===== config.mk =====
export PLATFORM = sky130hd
export DESIGN_NAME = inst_fetch_buffer
export DESIGN_NICKNAME = d
export VERILOG_FILES = /design/src/rtl/inst_fetch_buffer_pkg.sv /design/src/rtl/inst_fetch_buffer_line_store.sv /design/src/rtl/inst_fetch_buffer.sv
export SDC_FILE = /design/constraint.sdc
export NUM_CORES = 1
export LEC_CHECK = 0
export ABC_AREA = 1
export CAP_MARGIN = 40
export CORE_ASPECT_RATIO = 0.7
export CORE_MARGIN = 5
export CORE_UTILIZATION = 54
export DETAILED_ROUTE_END_ITERATION = 16
export PLACE_DENSITY_LB_ADDON = 0.08
export SKIP_CTS_REPAIR_TIMING = 1
export SYNTH_ARGS = -nofsm -noshare
export SYNTH_HDL_FRONTEND = slang
export SYNTH_SLANG_ARGS = --single-unit
export TNS_END_PERCENT = 10

===== constraint.sdc =====
create_clock -name clk -period 9.25 [get_ports clk]
set_input_delay 1.85 -clock clk [delete_from_list [all_inputs] [get_ports clk]]
set_output_delay 1.85 -clock clk [all_outputs]
set_load 0.01 [all_outputs]

===== src/rtl/inst_fetch_buffer_pkg.sv =====
// rtl/inst_fetch_buffer_pkg.sv - shared widths, constants and FSM encodings for the fetch buffer
package inst_fetch_buffer_pkg;

    localparam int InstAddrWidth = 32;
    localparam int InstDataWidth = 32;

    typedef logic [InstAddrWidth-1:0] inst_addr_t;
    typedef logic [InstDataWidth-1:0] inst_data_t;

    localparam inst_data_t ZeroWord = '0;
    localparam inst_data_t NopInst  = ZeroWord;

    localparam logic [0:0] FetchIdle = 1'b0;
    localparam logic [0:0] FetchFill = 1'b1;

    localparam int LineWordsDefault = 4;

endpackage


===== src/rtl/inst_fetch_buffer_line_store.sv =====
// rtl/inst_fetch_buffer_line_store.sv - one instruction line: single write port, async clear, comb read
module fetch_line_store
    import inst_fetch_buffer_pkg::*;
#(
    parameter int LINE_WORDS = LineWordsDefault,
    parameter int OFF_W      = $clog2(LINE_WORDS)
) (
    input  logic             clk,
    input  logic             rst,
    input  logic             we_i,
    input  logic [OFF_W-1:0] waddr_i,
    input  inst_data_t       wdata_i,
    input  logic [OFF_W-1:0] raddr_i,
    output inst_data_t       rdata_o
);

    inst_data_t line_q [LINE_WORDS];

    always_ff @(posedge clk or posedge rst) begin
        if (rst) begin
            for (int i = 0; i < LINE_WORDS; i++) begin
                line_q[i] <= ZeroWord;
            end
        end else if (we_i) begin
            line_q[waddr_i] <= wdata_i;
        end
    end

    assign rdata_o = line_q[raddr_i];

endmodule


===== src/rtl/inst_fetch_buffer.sv =====
// rtl/inst_fetch_buffer.sv - single-line instruction buffer bridging the core ROM port to a req/ack memory
module inst_fetch_buffer
    import inst_fetch_buffer_pkg::*;
#(
    parameter int LINE_WORDS = LineWordsDefault
) (
    input  logic        clk,
    input  logic        rst,
    input  logic        rom_ce_i,
    input  logic [31:0] rom_addr_i,
    output logic [31:0] rom_data_o,
    output logic        stallreq_o,
    output logic        mem_req_o,
    output logic [31:0] mem_addr_o,
    input  logic        mem_ack_i,
    input  logic [31:0] mem_rdata_i
);

    localparam int OFF_W = $clog2(LINE_WORDS);
    localparam int TAG_W = InstAddrWidth - 2 - OFF_W;

    logic [0:0]       state_q, state_d;
    logic             line_valid_q, line_valid_d;
    logic [TAG_W-1:0] line_tag_q, line_tag_d;
    logic [TAG_W-1:0] fill_tag_q, fill_tag_d;
    logic [OFF_W-1:0] fill_cnt_q, fill_cnt_d;

    logic [TAG_W-1:0] tag;
    logic [OFF_W-1:0] off;
    logic             hit;
    logic             miss;
    logic             in_fill;
    logic             fill_we;
    logic             last_word;
    inst_data_t       line_rdata;

    assign tag       = rom_addr_i[InstAddrWidth-1:2+OFF_W];
    assign off       = rom_addr_i[1+OFF_W:2];
    assign in_fill   = (state_q == FetchFill);
    assign hit       = rom_ce_i & line_valid_q & (tag == line_tag_q) & (state_q == FetchIdle);
    assign miss      = rom_ce_i & ~hit;
    assign fill_we   = in_fill & mem_ack_i;
    assign last_word = &fill_cnt_q;

    // Outputs are combinational so a hit costs no cycle; reset masks the stall immediately.
    assign rom_data_o = hit ? line_rdata : NopInst;
    assign stallreq_o = miss & ~rst;
    assign mem_req_o  = in_fill;
    assign mem_addr_o = in_fill ? {fill_tag_q, fill_cnt_q, 2'b00} : ZeroWord;

    always_comb begin
        state_d      = state_q;
        line_valid_d = line_valid_q;
        line_tag_d   = line_tag_q;
        fill_tag_d   = fill_tag_q;
        fill_cnt_d   = fill_cnt_q;
        case (state_q)
            FetchIdle: begin
                if (miss) begin
                    fill_tag_d   = tag;
                    fill_cnt_d   = '0;
                    line_valid_d = 1'b0;
                    state_d      = FetchFill;
                end
            end
            FetchFill: begin
                // The fill always runs to completion on the latched tag, whatever the core does.
                if (mem_ack_i) begin
                    fill_cnt_d = fill_cnt_q + OFF_W'(1);
                    if (last_word) begin
                        line_tag_d   = fill_tag_q;
                        line_valid_d = 1'b1;
                        fill_cnt_d   = '0;
                        state_d      = FetchIdle;
                    end
                end
            end
            default: state_d = FetchIdle;
        endcase
    end

    always_ff @(posedge clk or posedge rst) begin
        if (rst) begin
            state_q      <= FetchIdle;
            line_valid_q <= 1'b0;
            line_tag_q   <= '0;
            fill_tag_q   <= '0;
            fill_cnt_q   <= '0;
        end else begin
            state_q      <= state_d;
            line_valid_q <= line_valid_d;
            line_tag_q   <= line_tag_d;
            fill_tag_q   <= fill_tag_d;
            fill_cnt_q   <= fill_cnt_d;
        end
    end

    fetch_line_store #(
        .LINE_WORDS (LINE_WORDS),
        .OFF_W      (OFF_W)
    ) u_line_store (
        .clk     (clk),
        .rst     (rst),
        .we_i    (fill_we),
        .waddr_i (fill_cnt_q),
        .wdata_i (mem_rdata_i),
        .raddr_i (off),
        .rdata_o (line_rdata)
    );

endmodule


==> impl_metrics.ini <==
[run_status]
run_status = finished, final reports clean

[global_route]
number_of_global_route_vias_before_repair = 6618
groute.usage.overall = 0.2308
grt_overflow_total = 0
grt_max_degree = 78
wire_length_of_the_first_global_routing_pass_mm = 34.59
grt_antenna_before_repair = 0

[yosys]
synthesis_warnings = 0
synth-seq-area-share = 0.5423
post_synthesis_cell_type_count = 23
postSynthAreaPerCell_um2 = 8.277
yosys_register_bits = 188
synthesis.instances = 1048
syn-cell-area_um2 = 8675

[min_path]
holdCritPathClass = register to register
hold_path_depth = 2

[floorplan]
fp-row-count = 38
io_pins = 134
start_util = 0.5546
core_area_um2 = 15640
die-width_um = 161.5
floorplan.die_area_um2 = 18740
die_h_um = 116.0

[run]
maxCapViolations = 0

[placed_design]
detailed_place_hpwl_mm = 12.94
dp_slack_ns = 2.544
port_buffers = 129
finalWeightedCongestion = 0.8010

[sta]
totalNegativeSetupSlack_ns = 0
period_share = 0.7264
fin_ws_ns = 2.531
fmax_mhz = 148.8
hold_viol_final = 0
fin_crit_ns = 6.719
worst-slew-pin-transition_ns = 0.8359
unrepaired_setup_endpoints_after_global_routing = no
finalSetupViolCount = 0
finClkSkew_ns = 0.01581
max-slew-margin-rel = 0.4408
slew_violations = 0
hold_ws_ns = 0.4752

[final_layout]
n_antenna_cell = 0
sequential_cell_area_um2 = 4705
flow.area_growth_from_synthesis_pct = 22.56
post-route-util = 0.6797
nNetsFinal = 1217
fill_cells = 1345
multi_input_area_um2 = 3356
post_route_cells_drive_above_1_share = 0.06908

[setup_path]
worst_path_arrival_ns = 4.87
setup.worst_path.end_class = output port
criticalPathCategory = input port to output port
critical_path.max_fanout = 36
setup.reg_to_reg.worst_slack_ns = 6.16
timing.critical_path.cells = clkdlybuf4s50_1 -> xnor2_1 -> nand2_1 -> nor2_1 -> nand2_1 -> nor2_1 -> nand2_2 -> buf_4 -> a21oi_1 -> clkdlybuf4s50_1
critical_path_required_ns = 7.40
critical_path.startpoint_type = input port
slowest_delay_ns = 0.60
worst_path_max_delay_cell = sky130_fd_sc_hd__clkdlybuf4s50_1
rr_worst_depth = 11

[power]
power.density_nw_per_um2 = 291.6
ir_worst_vdd_v = 0.0001399
power.static_leakage_nw = 5.190

[clocking]
clock_sinks = 188
cts_tree = done
cts_max_path_buffers = 2
worst_setup_hold_path_clk_slew_ns = 0.07
cts_htree_levels = 4
ctsRootBufferMaster = sky130_fd_sc_hd__clkbuf_16
clk-insertion-delay-late_ns = 0.43
tritoncts_buffers = 17

[routing]
wl_per_cell_um = 15.46
num_vias = 7043
antenna_violating_nets_post_route = 0
vias_per_cell = 5.186
drt_first_pass_iters = 5
drtIter0Drc = 599
drc = 0
routed_wl_mm = 21.00
-- cells in the final DEF (no fill, tap or decap), drive strengths merged, types with 2 or more instances in the layout --
master         instances
nand2                253
o21ai                199
dfrtp                188
nor2                 148
clkdlybuf4s50        128
inv                   87
a21oi                 37
nand3                 25
mux2                  23
clkbuf                18
xnor2                 17
buf                   15
clkinv                 7
xor2                   5
ha                     4
conb                   2
-- worst paths after layout --
| check | start | to |
|---|---|---|
| hold reg to reg | line_valid_q | line_valid_q |
| max in group asynchronous | rst | mem_req_o |
| hold / removal | line_valid_q | line_valid_q |
| setup / recovery | rom_addr_i[25] | rom_data_o[28] |
| setup reg to reg | mem_req_o | fill_tag_q[9] |
| min in group asynchronous | rst | fill_tag_q[6] |
-- through the flow --
stage | std cells | power (mW) | area (um2)
floorplan | 1049 | 2.031 | 8678
global placement | 1323 | 2.350 | 9988
detailed placement | 1326 | 2.407 | 10060
CTS | 1358 | 3.119 | 10630
global route | 1358 | 3.345 | 10630
finish | 1358 | 3.100 | 10630
-- logic make-up after synthesis --
family / Yosys count / synth area share
xor+xnor: 22 / 0.02221
buf+inv: 147 / 0.07298
compound gates: 236 / 0.1375
fa+ha+maj: 4 / 0.005770
mux: 23 / 0.02986
other cells: 1 / 0.0004323
flops: 188 / 0.5423
simple gates: 427 / 0.1890
-- per-layer routing --
| layer | routed length (um) | up-vias | GRT usage | part of all wire |
|---|---|---|---|---|
| met1 | 10420 | 3323 | 0.3564 | 0.50 |
| met2 | 9266 | 185 | 0.3497 | 0.44 |
| li1 | - | 3520 | - | - |
| met5 | 0 | - | 0 | 0 |
| met4 | 162 | 0 | 0.04716 | 0.0077 |
| met3 | 1148 | 15 | 0.03590 | 0.055 |
-- layout make-up --
cell class | instances | area share
inverter | 81 | 0.02907
sequential | 188 | 0.4425
clock inverter | 14 | 0.01212
multi-input combinational | 714 | 0.3156
timing repair buffer | 143 | 0.1358
tap | 200 | 0.02354
clock buffer | 18 | 0.04131
-- cell usage after synthesis --
cell                         n  area, um2
sky130_fd_sc_hd__nor2_1    148      555.5
sky130_fd_sc_hd__ha_1        4      50.05
sky130_fd_sc_hd__a21oi_1    34      170.2
sky130_fd_sc_hd__xor2_1      5      43.79
sky130_fd_sc_hd__clkbuf_1   39      146.4
sky130_fd_sc_hd__nand2_1   252      945.9
sky130_fd_sc_hd__buf_1       8      30.03
sky130_fd_sc_hd__conb_1      1      3.750
sky130_fd_sc_hd__dfrtp_1   188       4705
sky130_fd_sc_hd__buf_4       3      22.52
sky130_fd_sc_hd__clkinv_1    1      3.750
sky130_fd_sc_hd__buf_6       8      90.09
sky130_fd_sc_hd__mux2_2     23      259.0
sky130_fd_sc_hd__nand2_2     1      6.260
sky130_fd_sc_hd__o21ai_1     2      10.01
sky130_fd_sc_hd__inv_2       1      3.750
sky130_fd_sc_hd__nand4_1     1      6.260
sky130_fd_sc_hd__o21ai_0   197      986.0
sky130_fd_sc_hd__inv_1      79      296.5
sky130_fd_sc_hd__xnor2_1    17      148.9
sky130_fd_sc_hd__nand3_1    25      125.1
sky130_fd_sc_hd__a21oi_2     3      26.28
sky130_fd_sc_hd__buf_2       8      40.04
-- registers in the layout (all words and copies together), names as in the netlist --
signal / cells
u_line_store.line_q: 128
fill_tag_q: 28
line_tag_q: 28
fill_cnt_q: 2
line_valid_q: 1
mem_req_o: 1
-- report_power, final --
group          switching, mW  total (mW)  internal (mW)
Combinational          0.538       0.990          0.452
Clock                  0.344       0.707          0.363
Sequential             0.210        1.40           1.19
Total                   1.09        3.10           2.01
-- worst max-delay path, delay by kind of cell --
kind | cells | cell delay [ns]
buffers and inverters | 3 | 1.52
and+or+nand+nor | 5 | 0.86
xor gates and xnor gates | 1 | 0.33
AOI/OAI and AO/OA | 1 | 0.29
Note: power is estimated with default switching activity, not from simulation.
